## src/rtl/sub_serial_pkg.sv

```systemverilog
// Shared types and default sizing for the digit-serial subtractor.
package sub_serial_pkg;
    localparam int DEF_WIDTH = 32;
    localparam int DEF_DIGIT = 8;

    typedef enum logic [1:0] {
        IDLE = 2'd0,
        RUN  = 2'd1,
        DONE = 2'd2
    } sub_state_t;
endpackage

```

## src/rtl/sub_digit.sv

```systemverilog
// Combinational DIGIT-bit subtract with borrow in/out.
module sub_digit #(
    parameter int DIGIT = 8
) (
    input  logic [DIGIT-1:0] a,
    input  logic [DIGIT-1:0] b,
    input  logic             borrow_in,
    output logic [DIGIT-1:0] diff,
    output logic             borrow_out
);
    logic [DIGIT:0] wide;

    // The extra top bit of the widened difference is the borrow out.
    assign wide       = {1'b0, a} - {1'b0, b} - {{DIGIT{1'b0}}, borrow_in};
    assign diff       = wide[DIGIT-1:0];
    assign borrow_out = wide[DIGIT];
endmodule

```

## src/rtl/sub_serial.sv

```systemverilog
// Digit-serial unsigned subtractor: one DIGIT slice per cycle, LSB first.
// Optional macro SUB_SERIAL_CONDSUB_EN adds a cond input selecting ina when the result borrows.
module sub_serial
    import sub_serial_pkg::*;
#(
    parameter int WIDTH = DEF_WIDTH,
    parameter int DIGIT = DEF_DIGIT
) (
    input  logic             clk,
    input  logic             rst_n,
`ifdef SUB_SERIAL_CONDSUB_EN
    input  logic             cond,
`endif
    input  logic             in_valid,
    output logic             in_ready,
    input  logic [WIDTH-1:0] ina,
    input  logic [WIDTH-1:0] inb,
    output logic             out_valid,
    input  logic             out_ready,
    output logic [WIDTH-1:0] result,
    output logic             borrow
);
    localparam int NSL = WIDTH / DIGIT;
    localparam int CW  = (NSL > 1) ? $clog2(NSL) : 1;
    localparam logic [CW-1:0] LAST = CW'(NSL - 1);

    sub_state_t state, state_nxt;
    logic [CW-1:0]    cnt;
    logic [WIDTH-1:0] a_q, b_q, res_q;
    logic             brw_q;
    logic [DIGIT-1:0] d_slice;
    logic             d_bo;
    logic             accept;

    sub_digit #(.DIGIT(DIGIT)) u_digit (
        .a          (a_q[cnt*DIGIT +: DIGIT]),
        .b          (b_q[cnt*DIGIT +: DIGIT]),
        .borrow_in  (brw_q),
        .diff       (d_slice),
        .borrow_out (d_bo)
    );

    assign accept = in_valid && in_ready;

    always_comb begin
        state_nxt = state;
        in_ready  = 1'b0;
        out_valid = 1'b0;
        case (state)
            IDLE: begin
                in_ready = 1'b1;
                if (in_valid) state_nxt = RUN;
            end
            RUN:  if (cnt == LAST) state_nxt = DONE;
            DONE: begin
                out_valid = 1'b1;
                if (out_ready) state_nxt = IDLE;
            end
            default: state_nxt = IDLE;
        endcase
    end

    always_ff @(posedge clk) begin
        if (!rst_n) state <= IDLE;
        else        state <= state_nxt;
    end

    always_ff @(posedge clk) begin
        if (!rst_n) begin
            cnt   <= '0;
            a_q   <= '0;
            b_q   <= '0;
            res_q <= '0;
            brw_q <= 1'b0;
        end else if (accept) begin
            a_q   <= ina;
            b_q   <= inb;
            cnt   <= '0;
            brw_q <= 1'b0;
        end else if (state == RUN) begin
            res_q[cnt*DIGIT +: DIGIT] <= d_slice;
            brw_q <= d_bo;
            cnt   <= (cnt == LAST) ? '0 : cnt + 1'b1;
        end
    end

    assign borrow = brw_q;

`ifdef SUB_SERIAL_CONDSUB_EN
    logic cond_q;

    always_ff @(posedge clk) begin
        if (!rst_n)      cond_q <= 1'b0;
        else if (accept) cond_q <= cond;
    end

    // Conditional reduction: keep the minuend when the subtraction underflows.
    assign result = (cond_q && brw_q) ? a_q : res_q;
`else
    assign result = res_q;
`endif
endmodule

```

## config.mk

```make
export PLATFORM = sky130hd
export DESIGN_NAME = sub_serial
export DESIGN_NICKNAME = d
export VERILOG_FILES = /design/src/rtl/sub_serial_pkg.sv /design/src/rtl/sub_digit.sv /design/src/rtl/sub_serial.sv
export SDC_FILE = /design/constraint.sdc
export NUM_CORES = 1
export LEC_CHECK = 0
export CAP_MARGIN = 40
export CORE_ASPECT_RATIO = 1.75
export CORE_MARGIN = 2
export CORE_UTILIZATION = 55
export CTS_CLUSTER_SIZE = 14
export DETAILED_ROUTE_END_ITERATION = 6
export PLACE_DENSITY = 0.84
export SETUP_SLACK_MARGIN = 0.15
export SYNTH_ARGS = -nofsm -noshare
export SYNTH_HDL_FRONTEND = slang
export SYNTH_HIERARCHICAL = 1
export SYNTH_SLANG_ARGS = --single-unit
```

## constraint.sdc

```tcl
create_clock -name clk -period 9.46 [get_ports clk]
set_clock_uncertainty 0.1 [all_clocks]
set_input_delay 1.892 -clock clk [delete_from_list [all_inputs] [get_ports clk]]
set_output_delay 1.892 -clock clk [all_outputs]
set_load 0.03 [all_outputs]
```

### Word-level counts from Yosys, hierarchy flattened

Cells that the tools add are included.

| word-level totals | value |
|---|---|
| register bits after elaboration | 101 |
| input port bits | 68 |
| logic and storage cells | 35 |

| operators by class | value |
|---|---|
| add/subtract/negate cells | 4 |
| equal/unequal tests | 6 |
| shift operators | 4 |
| mux-type cells | 8 |
| bitwise logic cells | 2 |
| reductions and logical operators | 5 |

Operator list:

| operator | count |
|---|---|
| indexed part select 32 x 6 -> 8 bit | 2 |
| negator 5 -> 34 bit | 1 |
| variable shift 8 x 34 -> 32 bit, first input constant | 1 |
| indexed part select 8 x 34 -> 32 bit | 1 |
| bitwise mux 32 bit | 1 |
| subtractor 8 x 8 -> 9 bit | 1 |
| subtractor 9 x 1 -> 9 bit | 1 |
| two-way mux 2 bit | 4 |
| one-hot mux 2 bit (3 select lines) | 1 |
| equality test 2 bit, second input constant | 2 |
| inequality test 2 bit, second input constant | 2 |
| AND reduction 3 bit | 1 |
| adder 2 x 1 -> 2 bit, second input constant | 1 |
| equality test 2 x 1 -> 1 bit, second input constant | 1 |
| zero test 2 bit | 1 |
| two-way mux 1 bit | 2 |
| inequality test 2 x 1 -> 1 bit, second input constant | 1 |
| inverter 1 bit | 2 |
| AND reduction 2 bit | 1 |
| OR reduction 2 bit | 1 |
| logical AND 1 bit | 1 |

### Logic depth before layout (Yosys ltp)

Gate-level depths: netlist of the first run.

| depth | value |
|---|---|
| depth after elaboration | 5 |
| mapped depth | 13 |

### Cells and area by module

Netlist of the first run, hierarchy kept.

By module, submodules not included:

| module | instances | cells each | area each (µm²) | sequential area each (µm²) |
|---|---|---|---|---|
| sub_serial | 1 | 453 | 4,316.6 | 2,021.9 |
| sub_digit | 1 | 76 | 554.3 | 0.0 |

### Least setup slack after synthesis of the first run

No wires, ideal clock.

| path | value |
|---|---|
| kind | register to register |
| start point | register cnt[0] |
| end point | register res_q[5], in the netlist result[5] |
| setup time | 0.073 ns |
| arrival | 2.913 ns |
| data required time | 9.287 ns |
| path slack | 6.374 ns |
| stages on the path, launching flop included | 13 |
| path buffers | 2 |
| path through | dfxtp_1 > buf_2 > buf_4 > mux4_2 > fa_1 > inv_1 > ha_1 > o21ai_1 > a21boi_2 > o22ai_1 > xnor2_1 > nand2_1 > o22ai_2 |

| on the way | value |
|---|---|
| longest elaborated chain between the ends | 5 |
| elaborated cells between the ends (all ways) | 8 |
| classes of those cells | add/sub (3); shift (4); mux (1) |

RTL lines:

| item | RTL line | RTL |
|---|---|---|
| start, declared | sub_serial.sv:28 | `logic [CW-1:0] cnt;` |
| start signal, assigned | sub_serial.sv:83 | `cnt <= (cnt == LAST) ? '0 : cnt + 1'b1;` |
| indexed part select 32 x 6 -> 8 bit, on equally long branches | sub_serial.sv:36, sub_serial.sv:37 |  |
| subtractor 8 x 8 -> 9 bit * | sub_digit.sv:14 | `assign wide = {1'b0, a} - {1'b0, b} - {{DIGIT{1'b0}}, borrow_in};` |
| subtractor 9 x 1 -> 9 bit * | sub_digit.sv:14 |  |
| via d_slice[5] | sub_serial.sv:31 | `logic [DIGIT-1:0] d_slice;` |
| indexed part select 8 x 34 -> 32 bit * | sub_serial.sv:81 | `res_q[cnt*DIGIT +: DIGIT] <= d_slice;` |
| bitwise mux 32 bit * | sub_serial.sv:81 |  |
| end signal, assigned by index | sub_serial.sv:81 |  |
| end, declared | sub_serial.sv:29 | `logic [WIDTH-1:0] a_q, b_q, res_q;` |

The timed path passes the listed nets; every way through them passes the cells marked *.
A chain may end at the register's enable or synchronous reset.

### Worst setup path after layout of the first run

| path | value |
|---|---|
| start point | register state[1] |
| end point | output out_valid |

| on the way | value |
|---|---|
| longest elaborated chain between the ends | 2 |

RTL lines:

| item | RTL line | RTL |
|---|---|---|
| start, declared | sub_serial.sv:27 | `sub_state_t state, state_nxt;` |
| start signal, assigned | sub_serial.sv:65 | `else state <= state_nxt;` |
| equality test 2 bit | sub_serial.sv:49 | `case (state)` |
| two-way mux 1 bit | sub_serial.sv:49 |  |
| end, declared | sub_serial.sv:18 | `output logic out_valid,` |

No other way between the ends.

==> flow_summary.toml, run 1 <==
[routing]
avgRoutedWirePerCell_microns = 14.6
wl_microns = 10700
via_count = 3924
ant_nets = 0
drtIter0Drc = 137
post-route-drc-count = 0
firstDrtPassIters = 4
vias_per_cell = 5.35

[clock_tree]
post_cts_resized = 0
clkLatencyLatePin_ps = 350
cts_setup_buffers = 0
postCtsHoldBufs = 0
cts_tree = "built"
numCtsBuffers = 9
clkSinkCount = 101
clk_path_buf_depth = 2
htreeDepth = 3
clock_tree.root_cell = "clkbuf_16"
clk_pin_slew_ps = 70

[logic_synthesis]
yosysSeqAreaShare_pct = 41.5
synth_largest_area_cell = "dfxtp_1"
yosysMostFrequentCell = "nand2_1"
synth_top_flop_cell = "dfxtp_1"
yosys-top-cells-count = "158 x nand2_1, 101 x dfxtp_1, 40 x a21boi_1"
ys_async_sr_fraction_pct = 0
synth_top_area_share_pct = 41.5
synth_cell_types = 49
synthesis.area_sq_um = 4870
syn_inst = 529
synth_edf_count = 0
ys_warn_count = 6
ys_seq_elements = 101
syn-mean-instance-area_sq_um = 9.21
synth_fp_nets = 619
netlist_top_cells_area = "dfxtp_1 42%, nand2_1 12%, mux4_2 7.4%, a21boi_1 6.2%, ha_1 5.1%"

[cells_and_area]
nets = 702
synthToLayoutAreaGrowth_pct = 26.7
finalNonFillerCells = 733
antenna_cells = 0
post-route-util_pct = 71.2
design_area_sq_um = 6170
drive_gt1_share_pct = 10.7

[critical_path]
cp-startpoint = "state[1]"
end_kind = "output port"
critPathKind = "reg2out"
r2r-start = "cnt[0]"
required_ps = 7470
cp.arrival_ps = 1720
cp_max_fo = 8
cp-start-kind = "register"

[power_and_ir_drop]
switching_power_mw = 0.292
internal_power_mw = 0.752
p_total_mw = 1.04
p_clk_share_pct = 34.4
comb_power_share_pct = 21.6
leakage_nw = 2.41
ir_drop_v = 0.000120
power_density_nw_per_um2 = 169
seq_power_share_pct = 44.0
p_sw_share_pct = 28.0

[global_routing]
grt_antenna_before_repair = 0
grt_max_degree = 103
overflow = 0
grt_pass1_wl_microns = 17400
grt_usage_pct = 23.6
grt_pass1_vias = 3838

[place]
hpwl_microns = 7670
gp_congestion = 0.858
portBuffers = 102
dp_slack_ps = 5770
dp.cells = 718
placed_area_sq_um = 5880

[timing]
worstMarginPinSlew_ps = 809
slew_headroom_pct = 46.1
hold_violations = 0
holdWs_ps = 350
period_needed_ps = 3710
setup_slack_ps = 5750
finalCritPeriodShare_pct = 39.2
clock.fmax_mhz = 270
setup_viol = 0
final.setup.tns_ps = 0
rsz0062_at_grt = "false"
drv_slew = 0

[die]
num_rows = 45
die-area_sq_um = 9650
start_util_pct = 56.2
io_pins = 103
core_sq_um = 8670
die_h_microns = 128
fp.dieW_microns = 75.1

[worst_hold_path]
min_from = "b_q[23]"
hold_path_class = "reg2reg"

[flow_run]
maxCapViolations = 0

[outcome]
status = "complete, no violations"
power by group through the flow:
stage | Combinational [mW] | Clock (mW) | Sequential, mW
after floorplan | 0.147 | 0 | 0.473
after global placement | 0.220 | 0 | 0.467
after detailed placement | 0.224 | 0 | 0.468
after CTS | 0.226 | 0.363 | 0.459
after global routing | 0.249 | 0.377 | 0.461
final | 0.226 | 0.359 | 0.459
layout make-up:
| cell class | instances | area (sq um) |
|---|---|---|
| Inverter | 27 | 101 |
| Sequential cell | 101 | 2020 |
| Clock inverter | 5 | 61.3 |
| Tap cell | 117 | 146 |
| Timing Repair Buffer | 107 | 1050 |
| Fill cell | 695 | 2500 |
| Clock buffer | 10 | 229 |
| Multi-Input combinational cell | 366 | 2560 |
cell usage in the layout (no fill, tap or decap), drive strengths merged, types with 4 or more instances in the layout:
cell type,n
a22o,8
mux4,16
clkdlybuf4s50,101
a21boi,69
buf,6
nor2,7
dfxtp,101
and2b,4
and3,9
ha,20
o22ai,15
inv,28
nand2,160
a21oi,6
clkbuf,10
a31o,8
cells by family after synthesis:
family,synth area share [%]
AOI/OAI and AO/OA,18.7
DFF,41.5
adders and majority gates,5.96
and+or+nand+nor,19.2
xor gates and xnor gates,0.899
buffers and inverters,6.11
muxes,7.60
state kept, by name (all words and copies together), names as in the netlist:
signal / flops
cnt: 2
a_q: 32
state: 2
result: 32
b_q: 32
borrow: 1
worst max-delay path: stages (launching register included):
cell             delay [ps]
dfxtp_1                 450
nor2b_1                 210
clkdlybuf4s50_1         700
metal layers:
layer  wire length (microns)  up-vias  GRT usage, %
li1                        -     1962             -
met5                       0        -             0
met4                     452        0          13.9
met2                    5790      101          41.8
met3                     329       29          3.21
met1                    4120     1832          25.8
worst paths after layout:
kind / to / cells after the start / slack (ps)
max: out_valid / 2 / 5750
min: b_q[23] / 2 / 350
max reg2reg: result[7] / 11 / 5840
min reg2reg: b_q[23] / 2 / 350
Note: power is estimated with default switching activity, not from simulation.
==> inputs of run 2 (changes only) <==
Settings changed: CORE_UTILIZATION 55 to 51, PLACE_DENSITY 0.84 to 0.79.
Clock period 9.46 ns to 3.6 ns, I/O delays scaled along.
==> run 2 against run 1 <==
Effect of this change: largest cell class unchanged; cell count grew 1.2%; die area is 7.5% higher; sequential cell count unchanged; sequential share of layout area is 0.28 points lower; count of clock-buffer cells in the layout increased by 1; combinational power grew to 2.7 times the previous value; sequential power rose to 2.6 times the previous value; critical path depth grew 8; non-clock buffer count increased by 3; via count is 0.71% higher; setup slack worse by 5400 ps; clock power rose to 2.7 times the previous value.
==> flow_summary.toml, run 2 (synthesized netlist as in run 1, its figures left out) <==
[timing]
hold_violations = 0
final.setup.tns_ps = 0
setup_slack_ps = 360
slew_headroom_pct = 40.6
clock.fmax_mhz = 309
drv_slew = 0
setup_viol = 0
rsz0062_at_grt = "false"
period_needed_ps = 3240
finalCritPeriodShare_pct = 90.0
worstMarginPinSlew_ps = 892

[cells_and_area]
nets = 705
post-route-util_pct = 66.6
antenna_cells = 0
finalNonFillerCells = 742
nFillCells = 763
regArea_sq_um = 2020
final_common_cell = "nand2_1"
drive_gt1_share_pct = 11.3
mostFrequentLayoutCells = "158 x nand2_1, 101 x dfxtp_1, 101 x clkdlybuf4s50_1, 40 x a21boi_1"
multi_input_comb_area_sq_um = 2560
synthToLayoutAreaGrowth_pct = 27.8

[critical_path]
r2r_cells = 10
r2r_end = "result[13]"
cp-startpoint = "cnt[0]"
r2r-start = "cnt[0]"
cp-start-kind = "register"
cp_max_fo = 16
critPathCapture = "result[13]"
cp.arrival_ps = 3400
r2r_slack_ps = 360
critPathKind = "reg2reg"
required_ps = 3760
end_kind = "register"

[power_and_ir_drop]
ir_drop_v = 0.000359
leakage_nw = 2.43
p_total_mw = 2.78
power_density_nw_per_um2 = 447

[global_routing]
grt_antenna_before_repair = 0
grt_usage_pct = 22.8
overflow = 0
grt_pass1_wl_microns = 18300
grt_max_degree = 65
grt_pass1_vias = 3978

[die]
start_util_pct = 52.1
fp.dieW_microns = 77.9
num_rows = 47
die-area_sq_um = 10400
io_pins = 103
die_h_microns = 133
core_sq_um = 9350

[routing]
firstDrtPassIters = 4
ant_nets = 0
wl_microns = 11400
via_count = 3952
avgRoutedWirePerCell_microns = 15.3
vias_per_cell = 5.33
drtIter0Drc = 153
post-route-drc-count = 0

[clock_tree]
clk_pin_slew_ps = 70
cts_setup_buffers = 0
clkSinkCount = 101
post_cts_resized = 0
postCtsHoldBufs = 0
htreeDepth = 3
cts_tree = "built"
clkLatencyLatePin_ps = 340
numCtsBuffers = 9
clk_path_buf_depth = 2
clock_tree.root_cell = "clkbuf_16"

[flow_run]
maxCapViolations = 0

[place]
portBuffers = 102
gp_congestion = 0.907
dp.cells = 726
dp_slack_ps = 435
hpwl_microns = 8700

[worst_hold_path]
hold_path_depth = 2
hold_path_class = "reg2reg"

[outcome]
status = "complete, no violations"
[run 2: cell types whose count changed in the layout (fill, tap and decap cells not counted)]
cell	delta
buf_4	+2
buf_12	+1
clkbuf_8	+1
clkinvlp_4	+1
inv_6	-1
[run 2: critical path, stage by stage, from the launching register on]
cell	delay, ps
dfxtp_1	380
buf_12	180
mux4_2	530
fa_1	480
ha_1	290
o21ai_1	90
a21boi_2	250
o22ai_1	130
xnor2_1	390
nand2_1	170
o22ai_1	170
[run 2: stage by stage]
| step | cell area [sq um] | hold slack, ps |
|---|---|---|
| final | 6220 | 352 |
| after global routing | 6220 | 374 |
| after CTS | 6220 | 353 |
| after detailed placement | 5920 | 344 |
| after global placement | 5920 | 338 |
| after floorplan | 4870 | 332 |
[run 2: area by class of cell]
type / count / area share, %
Multi-Input combinational cell: 366 / 41.1
Sequential cell: 101 / 32.5
Tap cell: 122 / 2.45
Clock buffer: 11 / 3.90
Timing Repair Buffer: 110 / 17.5
Inverter: 27 / 1.63
Clock inverter: 5 / 0.965
[run 2: report_power, final]
| part | internal, mW | switching [mW] | leakage [nW] |
|---|---|---|---|
| logic | 0.274 | 0.337 | 1.46 |
| clock network | 0.559 | 0.406 | 0.146 |
| registers | 1.17 | 0.0312 | 0.825 |
[run 2: layer usage]
layer	up-vias	part of all wire, %	GRT usage [%]
met4	0	4.6	13.0
li1	1970	-	-
met1	1844	37	22.3
met2	107	56	43.5
met5	-	0	0
met3	31	3.0	3.79
[run 2: how the worst min path moves through the flow]
stage                     startpoint       to
after floorplan              a_q[22]  a_q[22]
after global placement       b_q[14]  b_q[14]
after detailed placement     b_q[18]  b_q[18]
after CTS                    b_q[18]  b_q[18]
after global routing         b_q[18]  b_q[18]
final                         b_q[6]   b_q[6]
==> inputs of run 3 (changes only) <==
Settings changed: CELL_PAD_IN_SITES_DETAIL_PLACEMENT set to 0, CELL_PAD_IN_SITES_GLOBAL_PLACEMENT set to 1, CORE_MARGIN 2 to 1.5, CORE_UTILIZATION 51 to 39, CTS_CLUSTER_DIAMETER set to 50, PLACE_DENSITY 0.79 to 0.8.
==> run 3 against run 2 <==
Effect of this change: global-route usage down 3.3 points; register-to-register slack gained 20 ps; first-iteration DRC count shrank 9.2%; die area rose by 27%; hold slack worse by 1.6 ps; critical path type unchanged; largest power group unchanged.
==> flow_summary.toml, run 3 (synthesized netlist as in run 1, its figures left out) <==
[power_and_ir_drop]
ir_drop_v = 0.000271
leakage_nw = 2.46
power_density_nw_per_um2 = 457

[clock_tree]
clk_path_buf_depth = 2
clock_tree.root_cell = "clkbuf_16"
post_cts_resized = 0
clk_pin_slew_ps = 60
clkLatencyLatePin_ps = 340
clkSinkCount = 101
postCtsHoldBufs = 0
htreeDepth = 3
cts_tree = "built"
numCtsBuffers = 9
cts_setup_buffers = 0

[global_routing]
grt_antenna_before_repair = 0
grt_usage_pct = 19.5
grt_pass1_wl_microns = 19400
grt_pass1_vias = 3953
overflow = 0
grt_max_degree = 67

[timing]
drv_slew = 0
worstMarginPinSlew_ps = 661
slew_headroom_pct = 55.9
setup_slack_ps = 380
rsz0062_at_grt = "false"
setup_viol = 0
final.setup.tns_ps = 0
finalCritPeriodShare_pct = 89.4
hold_violations = 0
period_needed_ps = 3220
clock.fmax_mhz = 311

[critical_path]
end_kind = "register"
required_ps = 3770
cp.arrival_ps = 3390
cp_max_fo = 12
cp-start-kind = "register"
critPathKind = "reg2reg"

[die]
num_rows = 53
start_util_pct = 40.4
io_pins = 103
die_h_microns = 151
die-area_sq_um = 13200
core_sq_um = 12100
fp.dieW_microns = 87.5

[place]
dp_slack_ps = 386
portBuffers = 102
dp.cells = 771
hpwl_microns = 9290
gp_congestion = 0.837

[routing]
avgRoutedWirePerCell_microns = 15.3
post-route-drc-count = 0
firstDrtPassIters = 6
wl_microns = 12000
drtIter0Drc = 139
vias_per_cell = 5.00
ant_nets = 0
via_count = 3931

[flow_run]
maxCapViolations = 0

[worst_hold_path]
hold_path_class = "reg2reg"

[cells_and_area]
mostFrequentLayoutCells = "158 x nand2_1, 101 x dfxtp_1, 101 x clkdlybuf4s50_1, 40 x a21boi_1"
synthToLayoutAreaGrowth_pct = 29.6
final_common_cell = "nand2_1"
finalNonFillerCells = 786
drive_gt1_share_pct = 11.6
nets = 707
antenna_cells = 0

[outcome]
status = "complete, no violations"
## run 3: cell type report
type | count | area (sq um)
inverters | 27 | 101
clock inverters | 3 | 67.6
well taps | 165 | 206
flip-flops and latches | 101 | 2020
clock buffers | 12 | 267
repair buffers | 112 | 1090
fillers | 1157 | 5760
multi-input cells | 366 | 2560
## run 3: where the power goes
part	switching (mW)	total [mW]	internal, mW	leakage (nW)
Clock	0.404	1.07	0.662	0.161
Sequential	0.0326	1.21	1.17	0.825
Combinational	0.340	0.614	0.273	1.47
Total	0.777	2.89	2.11	2.46
## run 3: critical path, cell delays in order, from the launching register on
cell and delay, ps:
dfxtp_1 330, buf_4 250, mux4_2 560, fa_1 580, inv_1 50, ha_1 160, o21ai_1 230, a21boi_2 130
o22ai_1 200, xnor2_1 250, nand2_1 140, o22ai_2 180
## run 3: metal layers
metal	GRT usage, %	part of all wire, %
met5	0	0
met4	10.4	4.1
met3	3.05	2.9
met2	37.0	56
met1	19.7	37
## run 3: path summary, 6_finish.rpt
path,endpoint,slack (ps),start,cells past startpoint
max,result[5],380,cnt[0],11
min,b_q[24],350,b_q[24],2
max reg2reg,result[5],380,cnt[0],11
min reg2reg,b_q[24],350,b_q[24],2
## run 3: metrics by stage
stage	cell area (sq um)	hold slack, ps	power, mW	util, %
detailed placement	5980	345	1.85	49.5
CTS	6310	354	2.91	52.3
finish	6310	350	2.89	52.3
global placement	5980	340	1.83	49.5
floorplan	4870	332	1.63	-
global route	6310	370	3.02	52.3
